===== src/rtl/fir_pkg.sv =====
// Shared types and helpers for the parametrised time-multiplexed FIR.
// Helpers work on 64-bit signed values so any width up to 62 bits can reuse them.
package fir_pkg;

    typedef enum logic [1:0] {
        IDLE = 2'd0,
        MAC  = 2'd1,
        OUT  = 2'd2
    } fir_state_t;

    localparam int DEF_DATA_W = 16;
    localparam int DEF_PROD_W = 2 * DEF_DATA_W;

    function automatic int prod_width(input int data_w);
        return 2 * data_w;
    endfunction

    // Clamp v into the signed range of a w-bit two's complement number.
    function automatic logic signed [63:0] sat_signed(input logic signed [63:0] v,
                                                      input int w);
        logic signed [63:0] hi;
        logic signed [63:0] lo;
        hi = (64'sd1 <<< (w - 1)) - 64'sd1;
        lo = -(64'sd1 <<< (w - 1));
        if (v > hi)
            return hi;
        else if (v < lo)
            return lo;
        else
            return v;
    endfunction

    // min(|v|, 2^w - 1)
    function automatic logic signed [63:0] mag_sat(input logic signed [63:0] v,
                                                   input int w);
        logic signed [63:0] a;
        logic signed [63:0] hi;
        a  = (v < 0) ? -v : v;
        hi = (64'sd1 <<< w) - 64'sd1;
        return (a > hi) ? hi : a;
    endfunction

endpackage


===== src/rtl/fir_filter_param_mac_unit.sv =====
// Combinational multiply-shift-accumulate step with saturation to the accumulator range.
// The accumulator register itself lives in the FIR top level.
module fir_mac_unit #(
    parameter int DATA_W = 16,
    parameter int FRAC_W = 15,
    parameter int ACC_W  = DATA_W + 1
) (
    input  logic signed [ACC_W-1:0]  acc,
    input  logic        [DATA_W-1:0] sample,
    input  logic        [DATA_W-1:0] coeff,
    input  logic                     subtract,
    output logic signed [ACC_W-1:0]  acc_next,
    output logic                     ovf
);
    import fir_pkg::*;

    localparam int PROD_W = prod_width(DATA_W);
    localparam int SUM_W  = ACC_W + DATA_W + 1;

    logic        [PROD_W-1:0] prod;
    logic        [SUM_W-1:0]  term;
    logic signed [SUM_W-1:0]  acc_ext;
    logic signed [SUM_W-1:0]  sum;
    logic signed [63:0]       sum_sat;

    always_comb begin
        prod     = PROD_W'(sample) * PROD_W'(coeff);
        term     = SUM_W'(prod >> FRAC_W);
        acc_ext  = SUM_W'(acc);
        // term is far below 2^(SUM_W-1), so reading it as signed keeps it positive
        sum      = subtract ? (acc_ext - signed'(term)) : (acc_ext + signed'(term));
        sum_sat  = sat_signed(64'(sum), ACC_W);
        acc_next = ACC_W'(sum_sat);
        ovf      = (sum_sat != 64'(sum));
    end

endmodule


===== src/rtl/fir_filter_param.sv =====
// N-tap single-multiplier FIR with alternating-sign taps, runtime coefficient loading,
// saturating accumulation, magnitude output and a block-completion pulse.
//
// state | meaning
// IDLE  | waiting for a coefficient write or a sample
// MAC   | one tap per cycle, NUM_TAPS cycles
// OUT   | register |acc| to fir_out, pulse out_valid
module fir_filter_param #(
    parameter int NUM_TAPS      = 4,
    parameter int DATA_W        = 16,
    parameter int FRAC_W        = 15,
    parameter int ACC_W         = DATA_W + 1,
    parameter int BLOCK_SAMPLES = 1000
) (
    input  logic              clk,
    input  logic              reset,
    input  logic              data_ready,
    input  logic [DATA_W-1:0] sample_data,
    input  logic              load_coeff,
    input  logic [DATA_W-1:0] fir_coefficient,
    output logic              modwait,
    output logic              err,
    output logic [DATA_W-1:0] fir_out,
    output logic              out_valid,
    output logic              block_done,
    output logic              coeff_valid
);
    import fir_pkg::*;

    localparam int IDX_W = $clog2(NUM_TAPS);
    localparam int CNT_W = $clog2(BLOCK_SAMPLES + 1);
    localparam logic [IDX_W-1:0] LAST_TAP = IDX_W'(NUM_TAPS - 1);
    localparam logic [CNT_W-1:0] LAST_CNT = CNT_W'(BLOCK_SAMPLES - 1);

    fir_state_t state_q, state_d;

    logic        [DATA_W-1:0] dly   [NUM_TAPS];
    logic        [DATA_W-1:0] coeff [NUM_TAPS];
    logic        [IDX_W-1:0]  load_idx;
    logic        [IDX_W-1:0]  tap;
    logic        [CNT_W-1:0]  blk_cnt;
    logic signed [ACC_W-1:0]  acc;
    logic signed [ACC_W-1:0]  acc_next;
    logic                     mac_ovf;
    logic                     accept;

    // A coefficient write in the same cycle wins over the sample
    assign accept = (state_q == IDLE) && data_ready && coeff_valid && !load_coeff;

    fir_mac_unit #(
        .DATA_W (DATA_W),
        .FRAC_W (FRAC_W),
        .ACC_W  (ACC_W)
    ) u_mac (
        .acc      (acc),
        .sample   (dly[tap]),
        .coeff    (coeff[tap]),
        .subtract (tap[0]),
        .acc_next (acc_next),
        .ovf      (mac_ovf)
    );

    always_ff @(posedge clk) begin
        if (reset)
            state_q <= IDLE;
        else
            state_q <= state_d;
    end

    always_comb begin
        state_d = state_q;
        case (state_q)
            IDLE:    if (accept) state_d = MAC;
            MAC:     if (tap == LAST_TAP) state_d = OUT;
            OUT:     state_d = IDLE;
            default: state_d = IDLE;
        endcase
    end

    always_ff @(posedge clk) begin
        if (reset) begin
            for (int i = 0; i < NUM_TAPS; i++) begin
                dly[i]   <= '0;
                coeff[i] <= '0;
            end
            load_idx    <= '0;
            tap         <= '0;
            blk_cnt     <= '0;
            acc         <= '0;
            modwait     <= 1'b0;
            err         <= 1'b0;
            fir_out     <= '0;
            out_valid   <= 1'b0;
            block_done  <= 1'b0;
            coeff_valid <= 1'b0;
        end else begin
            out_valid  <= 1'b0;
            block_done <= 1'b0;
            if (data_ready && !accept)
                err <= 1'b1;
            case (state_q)
                IDLE: begin
                    if (load_coeff) begin
                        coeff[load_idx] <= fir_coefficient;
                        if (load_idx == LAST_TAP) begin
                            load_idx    <= '0;
                            coeff_valid <= 1'b1;
                            blk_cnt     <= '0;
                        end else begin
                            load_idx <= load_idx + IDX_W'(1);
                        end
                    end else if (accept) begin
                        dly[0] <= sample_data;
                        for (int i = 1; i < NUM_TAPS; i++)
                            dly[i] <= dly[i-1];
                        acc     <= '0;
                        tap     <= '0;
                        err     <= 1'b0;
                        modwait <= 1'b1;
                    end
                end
                MAC: begin
                    acc <= acc_next;
                    if (mac_ovf)
                        err <= 1'b1;
                    if (tap == LAST_TAP)
                        tap <= '0;
                    else
                        tap <= tap + IDX_W'(1);
                end
                OUT: begin
                    fir_out   <= DATA_W'(mag_sat(64'(acc), DATA_W));
                    out_valid <= 1'b1;
                    modwait   <= 1'b0;
                    if (blk_cnt == LAST_CNT) begin
                        block_done <= 1'b1;
                        blk_cnt    <= '0;
                    end else begin
                        blk_cnt <= blk_cnt + CNT_W'(1);
                    end
                end
                default: ;
            endcase
        end
    end

endmodule


===== config.mk =====
export PLATFORM = sky130hd
export DESIGN_NAME = fir_filter_param
export DESIGN_NICKNAME = d
export VERILOG_FILES = /design/src/rtl/fir_pkg.sv /design/src/rtl/fir_filter_param_mac_unit.sv /design/src/rtl/fir_filter_param.sv
export SDC_FILE = /design/constraint.sdc
export NUM_CORES = 1
export LEC_CHECK = 0
export BUFFER_PORTS_ARGS = -buffer_cell sky130_fd_sc_hd__buf_2
export CORE_MARGIN = 2
export CORE_UTILIZATION = 55
export CTS_BUF_LIST = sky130_fd_sc_hd__clkbuf_8
export DETAILED_ROUTE_END_ITERATION = 8
export GPL_TIMING_DRIVEN = 1
export PLACE_DENSITY = 0.75
export SYNTH_ARGS = -nofsm -noshare
export SYNTH_HDL_FRONTEND = slang
export SYNTH_SLANG_ARGS = --single-unit

===== constraint.sdc =====
create_clock -name clk -period 11.4 [get_ports clk]
set_input_delay 0 -clock clk [delete_from_list [all_inputs] [get_ports clk]]
set_output_delay 0 -clock clk [all_outputs]
set_load 0.01 [all_outputs]

# Yosys cells after proc, flatten, opt, wreduce, memory -nomap -nowiden
# Memory sizes are Yosys's and may differ from the RTL's. A register that Yosys moved wholly into a read port is not among the register bits.
# Index checks and enable logic that the tools add are counted.
[word_totals]
ramBits = 128
out_inout_bits = 21
elab_cells = 109
reg_bits = 54
mem_count = 2
[op_classes]
n_eq_ne = 11
n_lt_le_gt_ge = 4
n_mux = 52
n_reduce_logical = 17
n_bitwise = 5
add_sub_neg = 6
mul = 1
[mem_list]
columns = ["name", "words", "word_bits", "rd", "rd_clocked_by_memory_dff", "write_ports", "line_no", "source"]
rows = [
  ["coeff", 4, 16, 1, 1, 4, "fir_filter_param.sv:38", "logic [DATA_W-1:0] coeff [NUM_TAPS];"],
  ["dly", 4, 16, 4, 1, 4, "fir_filter_param.sv:37", "logic [DATA_W-1:0] dly [NUM_TAPS];"],
]
[op_table]
columns = ["operator", "n"]
rows = [
  ["$mux 64", 3],
  ["$mux 16", 6],
  ["$gt 64x17->1 const B", 1],
  ["$ne 64x34->1", 1],
  ["$neg 17->64", 1],
  ["$gt 34x17->1 const B", 1],
  ["$lt 34x17->1 const B", 1],
  ["$mux 17", 2],
  ["$mux 34", 1],
  ["$pmux 17 s2", 1],
  ["$mul 16x16->32", 1],
  ["$mux 10", 3],
  ["$mux 2", 11],
  ["$mux 1", 20],
  ["$pmux 10 s2", 1],
  ["$add 17x18->19", 1],
  ["$sub 17x18->19", 1],
  ["$lt 17x1->1 const B", 1],
  ["$reduce_or 16->1", 1],
  ["$reduce_and 3->1", 4],
  ["$add 10x1->10 const B", 1],
  ["$eq 10x10->1 const B", 1],
  ["$ne 2x2->1 const B", 4],
  ["$pmux 2 s2", 2],
  ["other kinds (13)", 26],
]

# Depth between registers and ports, before layout
# Gate-level depths: netlist of the first run.
[depth]
ltp_word = 10
depth_mapped = 45
mapped_depth_nobuf = 40

# Hierarchy
# Synthesis of the first run repeated with hierarchy kept, for this count alone.
[unflattened]
hier_cells = 1796
hier_area_um2 = 17890.9
[by_module_without_submodules]
columns = ["module", "instances", "area_per_inst_um2", "cells_per_inst"]
rows = [
  ["fir_mac_unit", 1, 9843.2, 1188],
  ["fir_filter_param", 1, 8047.7, 608],
]

# Least setup slack after synthesis of the first run
# OpenSTA, ideal clock, no wires.
[synth_timing]
path_kind = "flip-flop to flip-flop"
startpoint = "register with a tool-made name"
endpoint = "register acc[2]"
stages_incl_launch_ff = 44
required_ps = 11278
arrival_time_ps = 10608
period_less_slack_ps = 10730
setup_ps = 122
path_buffers = 6
path_slack_ps = 670
path_cell_list = "dfxtp_1 -> buf_6 -> clkbuf_1 -> buf_1 -> mux2i_1 -> nand2_1 -> o21ai_0 -> clkbuf_1 -> nor2_1 -> fa_1 -> inv_1 -> fa_1 -> fa_1 -> inv_1 -> fa_1 -> fa_1 -> inv_1 -> fa_1 -> (+8 left out) -> xnor2_2 -> nor4_4 -> and3b_1 -> a31oi_1 -> xor2_1 -> ha_1 -> a211o_1 -> a21oi_1 -> a21oi_1 -> a21o_1 -> a31o_2 -> a21oi_1 -> o21bai_1 -> xor2_1 -> xnor2_4 -> a21boi_4 -> buf_6 -> a221o_1"
[synth_lines]
columns = ["item", "line_no", "source"]
rows = [
  ["end signal: assignment", "fir_filter_param.sv:123", "acc <= acc_next;"],
  ["end: declaration", "fir_filter_param.sv:42", "logic signed [ACC_W-1:0] acc;"],
]

==> results.txt, run 1 <==
Status -> finished, final reports clean
CTS Buf Count -> 17
FP Rows -> 65
TritonRoute pass-1 iters -> 5
Port Buf Inserts -> 56
Number of synthesized flops with an enable pin -> 128
Avg Inst Size Synth -> 10.0 um2
Internal power -> 1.86 mW
FF/Latch Area -> 4970 um2
Number of diodes -> 0
Final ANT Viol Nets -> 0
Worst Setup Start Kind -> flip-flop
Net Count, Synth -> 2131
GR Util met3 -> 0.0404
Root buf cell -> clkbuf_8
Flop pwr share -> 0.205
Residual DRC -> 0
RSZ-0062 raised after global routing -> false
Final Skew -> 16.8 ps
Placer Congestion -> 0.976
Setup TNS -> 0 ps
Layout cells sized above 1 -> 0.0987
Max-cap violations -> 0
CP Capture Type -> flip-flop
Worst setup path category -> reg2reg
DP HPWL -> 31200 um
Via count -> 13000
Worst-margin pin slew -> 1160 ps
Leak -> 8.59 nW
Critical path arrival -> 11110 ps
GR Util All Layers -> 0.256
CTS tree -> built
Final min period -> 10730 ps
Final wirelength -> 41500 um
PD cells -> 190 nW/um2
CTS sink cnt -> 184
Post-route setup slack -> 675 ps
Core area -> 31700 um2
Global-route wire length before repair -> 68000 um
Switch Pwr -> 1.79 mW
Post-Syn Instances -> 1777
Global routing met2 resource utilization -> 0.418
Dpl ws -> 501 ps
Tcrit/Tclk final -> 0.941
Initial Util -> 0.561
Fraction of registers with async set/reset -> 0
Area of the multi-input gates -> 11600 um2
Synthesized flop and latch total -> 184
Top FF cell, synth -> edfxtp_1
Worst EP required -> 11780 ps
Die width -> 184 um
I/O pin total -> 57
Final nets -> 2185
Clock Pin Slew Worst Setup and Hold Paths -> 100 ps
Register area share after synthesis -> 0.279
Mapped Area -> 17800 um2
Worst VDD drop -> 0.187 mV
Grt total ovfl -> 0
Final setup fails -> 0
Clk buf depth -> 2
Switch share -> 0.490
Largest net degree at the start of global routing -> 67
Clock network power share -> 0.118
Netlist cell types -> 79
FMAX -> 93.2 MHz
Worst path most repeated cell -> fa_1
Vias in the first global route -> 13200
Max transition margin -> 0.227
Grt met1 use -> 0.351
Busiest layer in global routing -> met2
YS warnings -> 0
Skew-Pair Late Insertion Delay -> 490 ps
Initial drt markers -> 1222
Vias per cell -> 5.80
Comb pwr share -> 0.677
Slowest cell on the critical path -> dfxtp_2
Die Ht -> 184 um
WL/cell -> 18.5 um
FILL cells -> 2617
Max Slew Vio Count -> 0
Overall power -> 3.65 mW
CTS H-Tree Depth -> 4
Area delta synth->final -> 7.91%
Crit path largest cell delay -> 570 ps
Initial antenna violation count -> 0
Hold WC Path Type -> in2reg
Worst-path maximum fanout -> 37
Die area -> 33800 um2
Fin. Hold Viols -> 0
## placed cells by master, fill, tap and decap left out, types with 13 or more instances in the layout
cell type and n:
dfxtp_1 54, a21oi_1 56, buf_2 56, mux4_2 23, inv_1 253, and2_1 198
dlygate4sd3_1 34, xnor2_1 31, a221o_1 16, nand2b_1 13, nand3_1 21, clkbuf_8 18
nand2_1 185, nor2_1 93, xor2_1 34, a211oi_1 22, mux2i_1 14, fa_1 194
ha_1 124, o21ai_0 27, nor3_1 17, edfxtp_1 128, nor2b_1 29
## power by group through the flow
stage	Clock (mW)	Combinational (mW)	Sequential (mW)
4_1_cts	0.439	2.45	0.748
6_report	0.432	2.47	0.748
3_3_place_gp	0	2.39	0.762
2_1_floorplan	0	1.89	0.758
5_1_grt	0.464	2.76	0.750
3_5_place_dp	0	2.41	0.763
## registers in the layout, indices dropped and copies added (netlist names), 2 cells and up, named ones only
register and flops:
state_q 2, tap 2, blk_cnt 10, coeff 64, load_idx 2, dly 64
acc 17, fir_out 16
## synth_stat cells (all sizes together) (14+ instances only)
master | number | area (um2)
inv | 255 | 957
and2 | 198 | 1240
fa | 194 | 3880
nand2 | 186 | 706
edfxtp | 128 | 3840
ha | 124 | 1550
nor2 | 96 | 365
clkbuf | 59 | 221
a21oi | 56 | 280
dfxtp | 56 | 1120
o21ai | 36 | 188
xor2 | 34 | 298
xnor2 | 33 | 315
nor2b | 29 | 181
nand3 | 24 | 135
a211oi | 23 | 173
mux4 | 23 | 518
nor3 | 17 | 85.1
a221o | 16 | 160
mux2i | 14 | 140
nand2b | 14 | 87.6
## stage by stage
| stage | hold slack [ps] | instance area (um2) | std cells | util |
|---|---|---|---|---|
| after floorplan | 156 | 17800 | 1777 | - |
| after global placement | 276 | 18500 | 2180 | 0.582 |
| after detailed placement | 282 | 18500 | 2180 | 0.582 |
| after CTS | 41.7 | 19200 | 2246 | 0.605 |
| after global routing | 90.9 | 19200 | 2246 | 0.606 |
| final | 80.5 | 19200 | 2246 | 0.606 |
## repair_timing
action | 4_1_cts | 5_1_grt
endpoints found under the setup margin | 0 | 16
resized for setup | 0 | 4
endpoints found under the hold margin | 83 | 0
hold buffers | 34 | 0
setup buffers | 0 | 0
## path summary, 6_finish.rpt
path | slack (ps) | endpoint | from | cells after the start
hold / removal | 80 | blk_cnt[2]$_SDFFE_PP0P_ | reset | 2
setup reg to reg | 670 | acc[4]$_SDFFE_PP0P_ | flip-flop | 37
setup / recovery | 670 | acc[4]$_SDFFE_PP0P_ | flip-flop | 37
hold reg to reg | 470 | blk_cnt[8]$_SDFFE_PP0P_ | blk_cnt[8]$_SDFFE_PP0P_ | 2
## worst max-delay path: cells and delay by family, from the launching register on
| family | cells | cell delay, ps |
|---|---|---|
| flip-flops | 1 | 570 |
| XOR/XNOR | 2 | 550 |
| AND/OR/NAND/NOR | 7 | 1170 |
| adder cells (fa/ha/maj) | 9 | 4040 |
| AO/OA/AOI/OAI | 12 | 3120 |
| multiplexers | 1 | 570 |
| buffers and inverters | 6 | 590 |
## layer usage
metal / routed length, um / part of all wire
met5: 0 / 0
met4: 972 / 0.023
met3: 2900 / 0.070
met2: 20000 / 0.48
met1: 17600 / 0.42
## layout make-up
cell class,instances,area share
well taps,402,0.0262
multi-input cells,1269,0.606
clock buffers,18,0.0129
clock inverters,14,0.00704
flip-flops and latches,184,0.259
inverters,255,0.0498
repair buffers,104,0.0391
## cell families after synthesis
kind of cell    synth area share
flops                      0.279
simple gates               0.180
compound gates            0.0869
mux                       0.0446
fa+ha+maj                  0.305
buf+inv                   0.0694
xor+xnor                  0.0344
No activity file was read; power rests on OpenSTA's default activity.
==> run 2, diff against run 1 <==
Settings changed: ABC_AREA set to 1, CORE_UTILIZATION 55 to 43, PLACE_DENSITY 0.75 to unset.
==> results.txt, run 2 <==
Final Skew -> 14.2 ps (-2.58 ps)
Clock Pin Slew Worst Setup and Hold Paths -> 90 ps (about the same)
Yosys top cell area share -> 0.215 (-0.00295)
Worst Setup Start Kind -> flip-flop
Layout cells sized above 1 -> 0.0725 (-0.0262)
WP buf/inv -> 7 (+1)
Crit path largest cell delay -> 640 ps (+70 ps)
Worst VDD drop -> 0.256 mV (+37%)
GR Util All Layers -> 0.223 (-0.0324)
Fin area -> 19700 um2 (+2.8%)
Register-to-Register Path Depth -> 46 (+24%)
Die area -> 43600 um2 (+29%)
Worst setup path category -> reg2reg
Most frequent cells in the layout -> inv_1 (449), nand2_1 (433), nor2_1 (338)
Worst R2R End -> acc[6]$_SDFFE_PP0P_
Hold EP -> dly[0][8]$_SDFFCE_PN0P_
FILL cells -> 4157 (+59%)
Die width -> 209 um (+14%)
Synth top cells by count -> inv_1 (447), nand2_1 (434), nor2_1 (339)
Final min period -> 10550 ps (-178 ps)
I/O pin total -> 57 (unchanged)
CTS tree -> built
Final nets -> 2657 (+22%)
Post-Syn Instances -> 2222 (+25%)
PD cells -> 191 nW/um2 (+0.53%)
Setup bufs post-CTS -> 0 (unchanged)
Netlist cell types -> 56 (-29%)
Worst-path maximum fanout -> 49 (+32%)
CTS H-Tree Depth -> 4 (unchanged)
Via count -> 14500 (+11%)
Max Slew Vio Count -> 0 (unchanged)
Core area -> 41700 um2 (+31%)
Initial antenna violation count -> 0 (unchanged)
FP Rows -> 75 (+15%)
Global-route wire length before repair -> 76900 um (+13%)
Tcrit/Tclk final -> 0.925 (-0.0156)
Top flop regs -> coeff: 64 flops, dly: 64 flops, acc: 17 flops
Vias per cell -> 5.07 (-13%)
Top FF cell, synth -> edfxtp_1
Net Count, Synth -> 2576 (+21%)
R2R setup slack -> 850 ps (+180 ps)
CP top delay family -> adder cells
Initial Util -> 0.433 (-0.128)
WL/cell -> 16.4 um (-11%)
Residual DRC -> 0 (unchanged)
Number of synthesized flops with an enable pin -> 128 (unchanged)
Synthesized flop and latch total -> 184 (unchanged)
Leak -> 9.65 nW (+12%)
Hold slack -> 340 ps (+259 ps)
Hold Path Origin -> sample_data[8]
Clk buf depth -> 2 (unchanged)
Slowest cell on the critical path -> inv_2
DP Area -> 19000 um2 (+2.8%)
Area of the multi-input gates -> 11100 um2 (-4.7%)
Most numerous cell in the Yosys netlist -> inv_1
FMAX -> 94.8 MHz (+1.7%)
CP Capture Type -> flip-flop
Status -> finished, final reports clean
FF/Latch Area -> 4970 um2 (about the same)
Worst EP required -> 11780 ps (about the same)
Max transition margin -> 0.381 (+0.155)
Max-cap violations -> 0 (unchanged)
Final wirelength -> 46900 um (+13%)
Largest cells by area after synthesis -> fa_1 (22%), edfxtp_1 (21%), inv_1 (9.3%)
Root buf cell -> clkbuf_8
Critical path arrival -> 10930 ps (-180 ps)
Grt total ovfl -> 0 (unchanged)
TritonRoute pass-1 iters -> 5 (unchanged)
Number of diodes -> 0 (unchanged)
CTS Buf Count -> 17 (unchanged)
Port Buf Inserts -> 56 (unchanged)
YS warnings -> 0 (unchanged)
Area delta synth->final -> 9.39%
Fin. Hold Viols -> 0 (unchanged)
Initial drt markers -> 1116 (-8.7%)
Vias in the first global route -> 14800 (+12%)
Register area share after synthesis -> 0.275 (-0.00377)
Avg Inst Size Synth -> 8.12 um2 (-19%)
Worst-margin pin slew -> 927 ps (-230 ps)
Most common cell after layout, fill and taps aside -> inv_1
DP HPWL -> 36600 um (+17%)
Hold WC Path Type -> in2reg
Placer Congestion -> 0.941 (-3.5%)
Setup TNS -> 0 ps (unchanged)
WHS Path Cells -> 4 (+2)
Worst path most repeated cell -> nand2_1
Die Ht -> 209 um (+14%)
Mapped Area -> 18000 um2 (+1.4%)
Largest net degree at the start of global routing -> 66 (-1.5%)
Final ANT Viol Nets -> 0 (unchanged)
RSZ-0062 raised after global routing -> false
Final setup fails -> 0 (unchanged)
CTS sink cnt -> 184 (unchanged)
Skew-Pair Late Insertion Delay -> 490 ps (about the same)
Synth area leader -> fa_1
Fraction of registers with async set/reset -> 0 (unchanged)
-- run 2: cell types whose count changed in the layout (fill, tap and decap cells not counted), sizes merged, moves of 20 or more --
cell / change
buf: +20
inv: +193
nand2: +263
nor2: +248
mux4: -23
and2: -196
a32oi: +28
nor2b: -29
a21oi: +43
nand3: +53
-- run 2: logic make-up after synthesis --
family | count (synthesis) | synth area share
AOI/OAI and AO/OA | 230 | 0.0770
xor gates and xnor gates | 50 | 0.0251
adders and majority gates | 318 | 0.301
buffers and inverters | 521 | 0.110
DFF | 184 | 0.275
and+or+nand+nor | 919 | 0.211
-- run 2: per-layer routing --
layer / up-vias / share of wire / routed length (um) / global-route usage
met1: 6969 / 0.46 / 21700 / 0.307
met2: 383 / 0.46 / 21700 / 0.371
met4: 0 / 0.021 / 976 / 0.0618
met5: - / 0 / 0 / 0
li1: 7061 / - / - / -
met3: 54 / 0.054 / 2510 / 0.0296
-- run 2: timing repair --
action,4_1_cts,5_1_grt
resized for setup,0,1
hold buffers,36,0
setup endpoints to repair,0,8
hold endpoints to repair,93,0
-- run 2: worst max path at each step --
stage / start / end / slack (ps) / cells after the start
after floorplan: flip-flop / acc[15]$_SDFFE_PP0P_ / 2240 / 49
after global placement: flip-flop / acc[10]$_SDFFE_PP0P_ / 980 / 48
final: flip-flop / acc[6]$_SDFFE_PP0P_ / 850 / 46
after global routing: flip-flop / acc[6]$_SDFFE_PP0P_ / 80 / 48
after detailed placement: flip-flop / acc[6]$_SDFFE_PP0P_ / 860 / 48
after CTS: flip-flop / acc[6]$_SDFFE_PP0P_ / 820 / 48
-- run 2: where the power goes --
| part | leakage [nW] | total (mW) | internal, mW | switching (mW) |
|---|---|---|---|---|
| logic | 7.67 | 2.58 | 0.933 | 1.65 |
| clock network | 0.204 | 0.438 | 0.196 | 0.242 |
| registers | 1.78 | 0.750 | 0.740 | 0.0105 |
-- run 2: metrics by stage --
stage               setup WS [ps]  total power [mW]   util  std cells
finish                        853              3.77  0.474       2855
floorplan                    2240              2.68      -       2222
detailed placement            864              3.31  0.456       2787
CTS                           823              3.78  0.474       2855
global route                 81.3              4.17  0.474       2855
global placement              981              3.31  0.456       2787
-- run 2: final cells by class --
class                   instances  area share
multi-input cells            1517       0.562
flip-flops and latches        184       0.252
inverters                     457      0.0872
repair buffers                126      0.0454
well taps                     539      0.0342
clock buffers                  17      0.0119
clock inverters                15     0.00767
-- run 2: tightest hold or removal path, cell delays in order --
cell,delay (ps)
dlygate4sd3_1,520
buf_2,90
inv_1,30
nor2_1,80
